`src/rtl/mark_pkg.sv`:
```
// Shared types and defaults for the mark tracker: FSM state encoding,
// direction codes and default parameter values.
package mark_pkg;

  typedef enum logic [1:0] {
    ST_IDLE  = 2'd0,
    ST_LEFT  = 2'd1,
    ST_RIGHT = 2'd2,
    ST_STALL = 2'd3
  } state_e;

  localparam logic [1:0] DIR_IDLE  = 2'b00;
  localparam logic [1:0] DIR_LEFT  = 2'b01;
  localparam logic [1:0] DIR_RIGHT = 2'b10;
  localparam logic [1:0] DIR_STALL = 2'b11;

  localparam int DEF_DEB_CYCLES = 4;
  localparam int DEF_CNT_W      = 16;
  localparam int DEF_TIMEOUT    = 1000;
  localparam int DEF_TMR_W      = 16;

  // dir is a pure decode of the state register
  function automatic logic [1:0] state_to_dir(input state_e s);
    logic [1:0] d;
    d = DIR_IDLE;
    case (s)
      ST_IDLE:  d = DIR_IDLE;
      ST_LEFT:  d = DIR_LEFT;
      ST_RIGHT: d = DIR_RIGHT;
      ST_STALL: d = DIR_STALL;
      default:  d = DIR_IDLE;
    endcase
    return d;
  endfunction

endpackage

```
`src/rtl/mark_tracker_if.sv`:
```
// Sensor inputs, clear and status outputs of the mark tracker, bundled
// so the supervisory side and the tracker share one connection.
interface mark_tracker_if import mark_pkg::*; #(
  parameter int CNT_W = DEF_CNT_W
);

  logic                    sensor_a;
  logic                    sensor_b;
  logic                    clear;
  logic                    mark_a_pulse;
  logic                    mark_b_pulse;
  logic [1:0]              dir;
  logic signed [CNT_W-1:0] rev_count;
  logic                    stall;
  logic                    err;

  modport master (
    output sensor_a, sensor_b, clear,
    input  mark_a_pulse, mark_b_pulse, dir, rev_count, stall, err
  );

  modport slave (
    input  sensor_a, sensor_b, clear,
    output mark_a_pulse, mark_b_pulse, dir, rev_count, stall, err
  );

endinterface

```
`src/rtl/mark_debounce.sv`:
```
// One sensor channel: two-flop synchroniser, run-length debouncer and a
// single-cycle pulse on each accepted low-to-high transition.
module mark_debounce import mark_pkg::*; #(
  parameter int DEB_CYCLES = DEF_DEB_CYCLES
) (
  input  logic clk,
  input  logic rst_n,
  input  logic clear,
  input  logic sensor,
  output logic pulse
);

  localparam int CW = (DEB_CYCLES > 2) ? $clog2(DEB_CYCLES) : 1;
  localparam logic [CW-1:0] CNT_LAST = CW'(DEB_CYCLES - 1);

  logic          sync1_q, sync1_d;
  logic          sync2_q, sync2_d;
  logic [CW-1:0] cnt_q, cnt_d;
  logic          level_q, level_d;
  logic          pulse_q, pulse_d;

  always_ff @(posedge clk or negedge rst_n) begin
    if (!rst_n) begin
      sync1_q <= 1'b0;
      sync2_q <= 1'b0;
      cnt_q   <= '0;
      level_q <= 1'b0;
      pulse_q <= 1'b0;
    end else begin
      sync1_q <= sync1_d;
      sync2_q <= sync2_d;
      cnt_q   <= cnt_d;
      level_q <= level_d;
      pulse_q <= pulse_d;
    end
  end

  // clear only suppresses the pulse; the filtered level keeps tracking the sensor
  always_comb begin
    sync1_d = sensor;
    sync2_d = sync1_q;
    cnt_d   = '0;
    level_d = level_q;
    pulse_d = 1'b0;
    if (sync2_q != level_q) begin
      if (cnt_q == CNT_LAST) begin
        level_d = ~level_q;
        pulse_d = ~level_q;
      end else begin
        cnt_d = cnt_q + 1'b1;
      end
    end
    if (clear) begin
      pulse_d = 1'b0;
    end
  end

  assign pulse = pulse_q;

endmodule

```
`src/rtl/mark_tracker.sv`:
```
// Turns debounced mark pulses into a saturating signed revolution count,
// a direction FSM with stall watchdog and a sticky coincidence error.
module mark_tracker import mark_pkg::*; #(
  parameter int DEB_CYCLES = DEF_DEB_CYCLES,
  parameter int CNT_W      = DEF_CNT_W,
  parameter int TIMEOUT    = DEF_TIMEOUT,
  parameter int TMR_W      = DEF_TMR_W
) (
  input  logic           clk,
  input  logic           rst_n,
  mark_tracker_if.slave  bus
);

  localparam logic signed [CNT_W-1:0] CNT_MAX  = {1'b0, {(CNT_W-1){1'b1}}};
  localparam logic signed [CNT_W-1:0] CNT_MIN  = {1'b1, {(CNT_W-1){1'b0}}};
  localparam logic signed [CNT_W-1:0] CNT_ONE  = CNT_W'(1);
  localparam logic [TMR_W-1:0]        TMR_LAST = TMR_W'(TIMEOUT - 1);

  logic pulse_a;
  logic pulse_b;
  logic ev_a;
  logic ev_b;
  logic ev_both;

  state_e                  state_q, state_d;
  logic signed [CNT_W-1:0] count_q, count_d;
  logic [TMR_W-1:0]        timer_q, timer_d;
  logic                    err_q, err_d;

  mark_debounce #(.DEB_CYCLES(DEB_CYCLES)) u_deb_a (
    .clk    (clk),
    .rst_n  (rst_n),
    .clear  (bus.clear),
    .sensor (bus.sensor_a),
    .pulse  (pulse_a)
  );

  mark_debounce #(.DEB_CYCLES(DEB_CYCLES)) u_deb_b (
    .clk    (clk),
    .rst_n  (rst_n),
    .clear  (bus.clear),
    .sensor (bus.sensor_b),
    .pulse  (pulse_b)
  );

  assign ev_a    = pulse_a & ~pulse_b;
  assign ev_b    = pulse_b & ~pulse_a;
  assign ev_both = pulse_a & pulse_b;

  always_ff @(posedge clk or negedge rst_n) begin
    if (!rst_n) begin
      state_q <= ST_IDLE;
      count_q <= '0;
      timer_q <= '0;
      err_q   <= 1'b0;
    end else begin
      state_q <= state_d;
      count_q <= count_d;
      timer_q <= timer_d;
      err_q   <= err_d;
    end
  end

  // clear beats any event; a coincident A+B only raises err and freezes the rest
  always_comb begin
    state_d = state_q;
    count_d = count_q;
    timer_d = timer_q;
    err_d   = err_q;
    if (bus.clear) begin
      state_d = ST_IDLE;
      count_d = '0;
      timer_d = '0;
      err_d   = 1'b0;
    end else if (ev_both) begin
      err_d = 1'b1;
    end else if (ev_b) begin
      state_d = ST_LEFT;
      timer_d = '0;
      if (count_q != CNT_MAX) begin
        count_d = count_q + CNT_ONE;
      end
    end else if (ev_a) begin
      state_d = ST_RIGHT;
      timer_d = '0;
      if (count_q != CNT_MIN) begin
        count_d = count_q - CNT_ONE;
      end
    end else begin
      case (state_q)
        ST_LEFT, ST_RIGHT: begin
          if (timer_q == TMR_LAST) begin
            state_d = ST_STALL;
          end else begin
            timer_d = timer_q + 1'b1;
          end
        end
        ST_IDLE:  timer_d = '0;
        default:  timer_d = timer_q;
      endcase
    end
  end

  assign bus.mark_a_pulse = pulse_a;
  assign bus.mark_b_pulse = pulse_b;
  assign bus.dir          = state_to_dir(state_q);
  assign bus.stall        = (state_q == ST_STALL);
  assign bus.rev_count    = count_q;
  assign bus.err          = err_q;

endmodule

```
`src/flat_wrapper.sv`:
```
// flat-port wrapper written by rule: the top's interface ports become plain ports
module mark_tracker_flat import mark_pkg::*;
#(
  parameter int DEB_CYCLES = DEF_DEB_CYCLES,
  parameter int CNT_W      = DEF_CNT_W,
  parameter int TIMEOUT    = DEF_TIMEOUT,
  parameter int TMR_W      = DEF_TMR_W
)
  (clk, rst_n, bus_sensor_a, bus_sensor_b, bus_clear, bus_mark_a_pulse, bus_mark_b_pulse, bus_dir, bus_rev_count, bus_stall, bus_err);
  mark_tracker_if #(.CNT_W(CNT_W)) bus_i ();
  input  logic clk;
  input  logic rst_n;
  input wire logic [$bits(bus_i.sensor_a)-1:0] bus_sensor_a;
  input wire logic [$bits(bus_i.sensor_b)-1:0] bus_sensor_b;
  input wire logic [$bits(bus_i.clear)-1:0] bus_clear;
  output wire logic [$bits(bus_i.mark_a_pulse)-1:0] bus_mark_a_pulse;
  output wire logic [$bits(bus_i.mark_b_pulse)-1:0] bus_mark_b_pulse;
  output wire logic [$bits(bus_i.dir)-1:0] bus_dir;
  output wire logic [$bits(bus_i.rev_count)-1:0] bus_rev_count;
  output wire logic [$bits(bus_i.stall)-1:0] bus_stall;
  output wire logic [$bits(bus_i.err)-1:0] bus_err;
  assign bus_i.sensor_a = bus_sensor_a;
  assign bus_i.sensor_b = bus_sensor_b;
  assign bus_i.clear = bus_clear;
  assign bus_mark_a_pulse = bus_i.mark_a_pulse;
  assign bus_mark_b_pulse = bus_i.mark_b_pulse;
  assign bus_dir = bus_i.dir;
  assign bus_rev_count = bus_i.rev_count;
  assign bus_stall = bus_i.stall;
  assign bus_err = bus_i.err;
  mark_tracker #(.DEB_CYCLES(DEB_CYCLES), .CNT_W(CNT_W), .TIMEOUT(TIMEOUT), .TMR_W(TMR_W)) u_core (.clk(clk), .rst_n(rst_n), .bus(bus_i));
endmodule
```
`config.mk`:
```
export PLATFORM = sky130hd
export DESIGN_NAME = mark_tracker_flat
export DESIGN_NICKNAME = d
export VERILOG_FILES = /design/src/rtl/mark_pkg.sv /design/src/rtl/mark_tracker_if.sv /design/src/rtl/mark_debounce.sv /design/src/rtl/mark_tracker.sv /design/src/flat_wrapper.sv
export SDC_FILE = /design/constraint.sdc
export NUM_CORES = 1
export LEC_CHECK = 0
export ABC_CLOCK_PERIOD_IN_PS = 4530
export CORE_MARGIN = 1.5
export CORE_UTILIZATION = 45
export CTS_CLUSTER_SIZE = 16
export DETAILED_ROUTE_END_ITERATION = 10
export SLEW_MARGIN = 20
export SYNTH_ARGS = -nofsm -noshare
export SYNTH_HDL_FRONTEND = slang
export SYNTH_HIERARCHICAL = 1
export SYNTH_SLANG_ARGS = --single-unit
export TNS_END_PERCENT = 10
```
`constraint.sdc`:
```
create_clock -name clk -period 4.53 [get_ports clk]
set_input_delay 0.906 -clock clk [delete_from_list [all_inputs] [get_ports clk]]
set_output_delay 0.906 -clock clk [all_outputs]
set_load 0.03 [all_outputs]
```
After elaboration in Yosys (flattened, before gate mapping)

Index checks and enable logic that the tools add are counted.

$add $sub $neg: 5
Equality and inequality tests: 13
Multiplexer cells: 31
Bitwise logic cells: 7
Reduce and logical (&&, ||, !) cells: 13

Operator list:

| kind                  | number |
|---|---|
| $mux 16               | 11 |
| $ne 16x16->1 const B  | 2 |
| $pmux 16 s2           | 1 |
| $mux 2                | 10 |
| $add 16x1->16 const B | 1 |
| $add 16x2->16 const B | 1 |
| $eq 16x10->1 const B  | 1 |
| $sub 16x2->16 const B | 1 |
| $eq 2x2->1 const B    | 4 |
| $mux 1                | 8 |
| $pmux 2 s4            | 1 |
| $reduce_bool 4->1     | 2 |
| $reduce_and 3->1      | 2 |
| $reduce_bool 3->1     | 2 |
| $ne 5x3->1 const B    | 1 |
| $reduce_bool 5->1     | 1 |
| $add 2x1->2 const B   | 2 |
| $not 1->1             | 4 |
| $reduce_and 2->1      | 2 |
| $reduce_and 4->1      | 1 |
| $and 1x1->1           | 3 |
| $ne 3x3->1 const B    | 1 |
| $eq 2x1->1 const B    | 1 |
| $logic_not 2->1       | 1 |
| 4 further kinds       | 5 |

Register bits: 47
Input port bits: 5
Output and inout bits: 22
Word-level logic and storage cells: 83

Logic depth before layout (Yosys ltp)

Depth in word-level cells: 7
Depth in mapped cells: 9
Mapped depth without buffers: 8

Modules after synthesis

The synthesis kept the hierarchy.

Modules (own cells, without submodules):

| module        | times used | cells each | area an instance (um^2) | seq. area each (um^2) |
|---|---|---|---|---|
| mark_tracker  | 1          | 300        | 2667.6                  | 875.8 |
| mark_debounce | 2          | 12         | 211.5                   | 150.1 |

Worst setup path before layout

Ideal clock, no wire load.

Path kind: register -> register
Start point: reg u_core.u_deb_b.pulse_q (netlist: u_core/u_deb_b/pulse)
End point: reg u_core.count_q[15] (netlist: u_core/bus.rev_count[15])
Library setup time: 126 ps
Arrival time: 2846 ps
Required time: 4404 ps
Setup slack: 1558 ps
Stages on the path, launching flop included: 10
Path buffers: 1
Clock period less this slack: 2972 ps
Path through: dfrtp_1 nor2b_1 inv_1 ha_1 clkbuf_1 and4_1 a21boi_0 a211oi_1 o221a_2 a221o_1

Longest elaborated chain between the ends: 4
Elaborated cells on any way between the ends: 12
Those cells by class: eq/ne (2); mux (3); bitwise (4); reduce/logical (3)

RTL lines:

| what                                                   | RTL line                               | text |
|---|---|---|
| start, declared                                        | mark_debounce.sv:20                    | `logic pulse_q, pulse_d;` |
| start signal, assigned                                 | mark_debounce.sv:34                    | `pulse_q <= pulse_d;` |
| $not 1->1 or $and 1x1->1 (tied branches)               | mark_tracker.sv:46, mark_tracker.sv:47 |  |
| $and 1x1->1 or $mux 16 (tied branches)                 | mark_tracker.sv:46, mark_tracker.sv:77 |  |
| $reduce_bool 3->1 (no line) or $mux 16 (tied branches) | n/a                                    |  |
| $reduce_and 4->1 (no line) or $mux 16 (tied branches)  | n/a                                    |  |
| end signal, assigned                                   | mark_tracker.sv:58                     | `count_q <= count_d;` |
| end, declared                                          | mark_tracker.sv:26                     | `logic signed [CNT_W-1:0] count_q, count_d;` |

Several ways; a longest one is shown, not always the timed one. The select of a mux whose other input is x is not followed.
A chain may end at the register's enable or synchronous reset.

Worst setup path in the final report

Start point: reg u_core.u_deb_a.pulse_q (netlist: u_core/u_deb_a/pulse)
End point: reg u_core.count_q[13] (netlist: u_core/bus.rev_count[13])

Longest elaborated chain between the ends: 5
Elaborated cells on any way between the ends: 12
Those cells by class: eq/ne (2); mux (3); bitwise (4); reduce/logical (3)

RTL lines:

| what                   | RTL line            | text |
|---|---|---|
| start, declared        | mark_debounce.sv:20 |  |
| start signal, assigned | mark_debounce.sv:34 |  |
| $not 1->1              | mark_tracker.sv:47  | `assign ev_b = pulse_b & ~pulse_a;` |
| $and 1x1->1            | mark_tracker.sv:47  |  |
| $mux 16                | mark_tracker.sv:77  | `end else if (ev_b) begin` |
| $mux 16                | mark_tracker.sv:75  | `end else if (ev_both) begin` |
| $mux 16                | mark_tracker.sv:70  | `if (bus.clear) begin` |

Several ways; a longest one is shown, not always the timed one. The select of a mux whose other input is x is not followed.

==> impl_summary.log <==
INFO  metric outcome = finished clean
INFO  metric place.detailed.instances = around 420
INFO  metric dr.first_iter.drc_count = around 240
INFO  metric fraction_of_final_layout_cells_sized_beyond_drive_strength_1 = 0.0640
INFO  metric post_drt_via_cell_ratio = 6.14
INFO  metric netlist_instances = 324
INFO  metric setup_crit_start = u_core/u_deb_a/pulse$_DFF_PN0_
INFO  metric rows = 30
INFO  metric synth-async-reset-ratio = 1.00
INFO  metric timing.critical_path.slowest_cell_delay = 0.53 ns
INFO  metric netlist_area = between 0.003 and 0.004 sq mm
INFO  metric num_io_pins = 27
INFO  metric worst_path_max_delay_cell = sky130_fd_sc_hd__ha_1
INFO  metric cp.arrival = ~3.4 ns
INFO  metric clock_sinks = 47
INFO  metric mappedNetlistNets = 355
INFO  metric cts.reportedPaths.clkPinSlew = 0.08 ns
INFO  metric flops_latches_synth = 47
INFO  metric crit-reg2reg-capture = u_core/bus.rev_count[13]$_DFFE_PN0P_
INFO  metric floorplan.core_area = between 0.006 and 0.007 sq mm
INFO  metric grt_first_pass_wirelength = ~12 mm
INFO  metric hold_buffers = 0
INFO  metric cp_data_required_time = 4.71 ns
INFO  metric fin_crit_share = 0.715
INFO  metric chipHeight = approximately 86 um
INFO  metric globalplace.congestion = 0.882
INFO  metric antenna_found_initial = 0
INFO  metric cts.repair.resized = 0
INFO  metric area_growth_syn_to_layout = 12.8%
INFO  metric groute.usage.overall = 0.205
INFO  metric ys_dominant_reg_cell = sky130_fd_sc_hd__dfrtp_1
INFO  metric wl_per_cell = 16.7 um
INFO  metric rsz0062_at_grt = false
INFO  metric clk-insertion-delay-late = 0.30 ns
INFO  metric first_global_vias = 2329
INFO  metric globalRoute.totalOverflow = 0
INFO  metric number_of_antenna_repair_diodes = 0
INFO  metric synth.avg_cell_area = roughly 9.5 sq um
INFO  metric worst_hold_startpoint = u_core/u_deb_a/sync1_q$_DFF_PN0_
INFO  metric hpwlAfterDp = approximately 5 mm
INFO  metric critPathCaptureType = flop
INFO  metric tritoncts.num_buffers = 5
INFO  metric max_clock_buf_depth = 2
INFO  metric grt_start_max_net_pins = 48
INFO  metric hold_class = reg -> reg
INFO  metric timing_max_transition_violations_final = 0
INFO  metric synth-edff-count = 0
INFO  metric static-leakage-power = ~0.0015 uW
INFO  metric layout_common_cells = 47 x sky130_fd_sc_hd__dfrtp_1, 32 x sky130_fd_sc_hd__o21ai_0, 25 x sky130_fd_sc_hd__clkdlybuf4s50_1, 25 x sky130_fd_sc_hd__ha_1, 18 x sky130_fd_sc_hd__a21oi_1
INFO  metric slew_headroom = 0.470
INFO  metric ys.warnings.count = 6
INFO  metric worst-path-max-fanout = 20
INFO  metric vias = 2604
INFO  metric die_area = 0.00737 sq mm
INFO  metric design.final.nets = 375
INFO  metric post-route-drc-count = 0
INFO  metric floorplan.initialDensity = 0.460
INFO  metric first_pass_iters = 5
INFO  metric critical_path_buf_inv_count = 1
INFO  metric max-vdd-ir-drop = 0.000404 V
INFO  metric post_synth_num_cell_types = 58
INFO  metric max_slew.worst_pin.slew = around 0.8 ns
INFO  metric worst_r2r_startpoint = u_core/u_deb_a/pulse$_DFF_PN0_
INFO  metric crit_type = reg -> reg
INFO  metric hold_viol_final = 0
INFO  metric ant_nets = 0
INFO  metric fin_worst_skew = 0.00915 ns
INFO  metric regToRegSetupSlack = 1.29 ns
INFO  metric postCtsSetupRepairBufs = 0
INFO  metric seq_area_frac_synth = 0.381
INFO  metric final_instance_count_excl_fillers = 424
INFO  metric crit_family = simple AND/OR/NAND/NOR gates
INFO  metric max_freq = around 310 MHz
INFO  metric port_buffers = 26
INFO  metric cap_viol_max_count = 0
INFO  metric power.density_cell_area = approximately 600 mW/mm^2
INFO  metric cts_root_buffer = sky130_fd_sc_hd__clkbuf_8
INFO  metric die_w = ~86 um
INFO  metric critPathLaunchType = flop
INFO  metric setup_viol = 0
INFO  metric ctsHtreeMaxLevel = 2
INFO  metric finalSetupTns = 0 ns
INFO  metric mostFrequentLayoutCell = sky130_fd_sc_hd__dfrtp_1
INFO  metric reg2reg_depth = 8
INFO  metric crit_path_cell_trace = nor2b_1 > inv_1 > ha_1 > a21o_1 > a311oi_1 > nor3_1 > or4_1 > a32o_1
INFO  metric cp_num_cells = 8
INFO  metric drt_wl_total = around 7.1 mm
INFO  metric min_period = around 3.2 ns
INFO  metric worstSetupEndpoint = u_core/bus.rev_count[13]$_DFFE_PN0P_
INFO  metric clock_tree_from_tritoncts = done
[worst min path at each step]
| stage | end | slack [ns] | cells after the start |
|---|---|---|---|
| 5_1_grt | u_core/u_deb_b/sync2_q$_DFF_PN0_ | 0.36 | 0 |
| 2_1_floorplan | u_core/u_deb_a/sync2_q$_DFF_PN0_ | 0.33 | 0 |
| 3_5_place_dp | u_core/u_deb_a/sync2_q$_DFF_PN0_ | 0.33 | 0 |
| 4_1_cts | u_core/u_deb_a/sync2_q$_DFF_PN0_ | 0.36 | 0 |
| 6_report | u_core/u_deb_a/sync2_q$_DFF_PN0_ | 0.35 | 0 |
| 3_3_place_gp | u_core/u_deb_a/sync2_q$_DFF_PN0_ | 0.33 | 0 |
[per-layer routing]
layer | routed length (um) | track usage
met1 | 3750 | 0.335
met2 | 2980 | 0.280
met3 | 298 | 0.0318
met4 | 69 | 0.0499
met5 | 0 | 0
[area by class of cell]
class	count	area, sq um
flip-flops and latches	47	1180
inverters	8	30.0
clock buffers	6	82.6
fillers	620	3230
multi-input cells	252	1800
well taps	80	100
repair buffers	30	288
clock inverters	1	5.00
[state kept, by name, summed over array words and instances (netlist names)]
| register | cells |
|---|---|
| u_core/u_deb_b/sync1_q | 1 |
| u_core/u_deb_a/pulse | 1 |
| u_core/u_deb_b/pulse | 1 |
| u_core/u_deb_a/level_q | 1 |
| u_core/u_deb_a/sync2_q | 1 |
| u_core/bus.err | 1 |
| u_core/u_deb_b/cnt_q | 2 |
| u_core/state_q | 2 |
| u_core/bus.rev_count | 16 |
| u_core/u_deb_b/sync2_q | 1 |
| u_core/u_deb_a/cnt_q | 2 |
| u_core/u_deb_a/sync1_q | 1 |
| u_core/timer_q | 16 |
| u_core/u_deb_b/level_q | 1 |
[Yosys cell counts, drive strengths merged, types with 7 or more instances]
master,count,share of area
a21o,11,0.027
a21oi,18,0.029
clkbuf,11,0.013
dfrtp,47,0.38
ha,25,0.10
inv,8,0.0097
nand2,15,0.018
nand3,12,0.019
nand4,7,0.014
nor2,15,0.018
o21ai,32,0.052
o31ai,15,0.036
or3,7,0.016
[logic make-up after synthesis]
kind of cell,share of synthesized area
XOR/XNOR,0.0283
adder cells (fa/ha/maj),0.108
AND/OR/NAND/NOR,0.183
AO/OA/AOI/OAI,0.253
flip-flops,0.381
buffers and inverters,0.0356
multiplexers,0.0109
[per-stage QoR]
| stage | area, sq um | util | hold slack (ns) | power [uW] | setup slack (ns) |
|---|---|---|---|---|---|
| 2_1_floorplan | 3090 | - | 0.331 | 1450 | 1.56 |
| 3_3_place_gp | 3400 | 0.505 | 0.334 | 1780 | 1.20 |
| 3_5_place_dp | 3400 | 0.505 | 0.335 | 1780 | 1.13 |
| 4_1_cts | 3480 | 0.518 | 0.355 | 2040 | 1.32 |
| 5_1_grt | 3490 | 0.519 | 0.362 | 2190 | 1.02 |
| 6_report | 3490 | 0.519 | 0.351 | 2040 | 1.29 |
[report_power, final]
part / internal, uW / leakage [uW] / total, uW / switching, uW
Combinational: 511 / 0.000800 / 1170 / 660
Clock: 120 / 0.0000470 / 255 / 135
Sequential: 503 / 0.000623 / 615 / 112
Total: 1130 / 0.00147 / 2040 / 907
(Power assumes the default switching activity.)
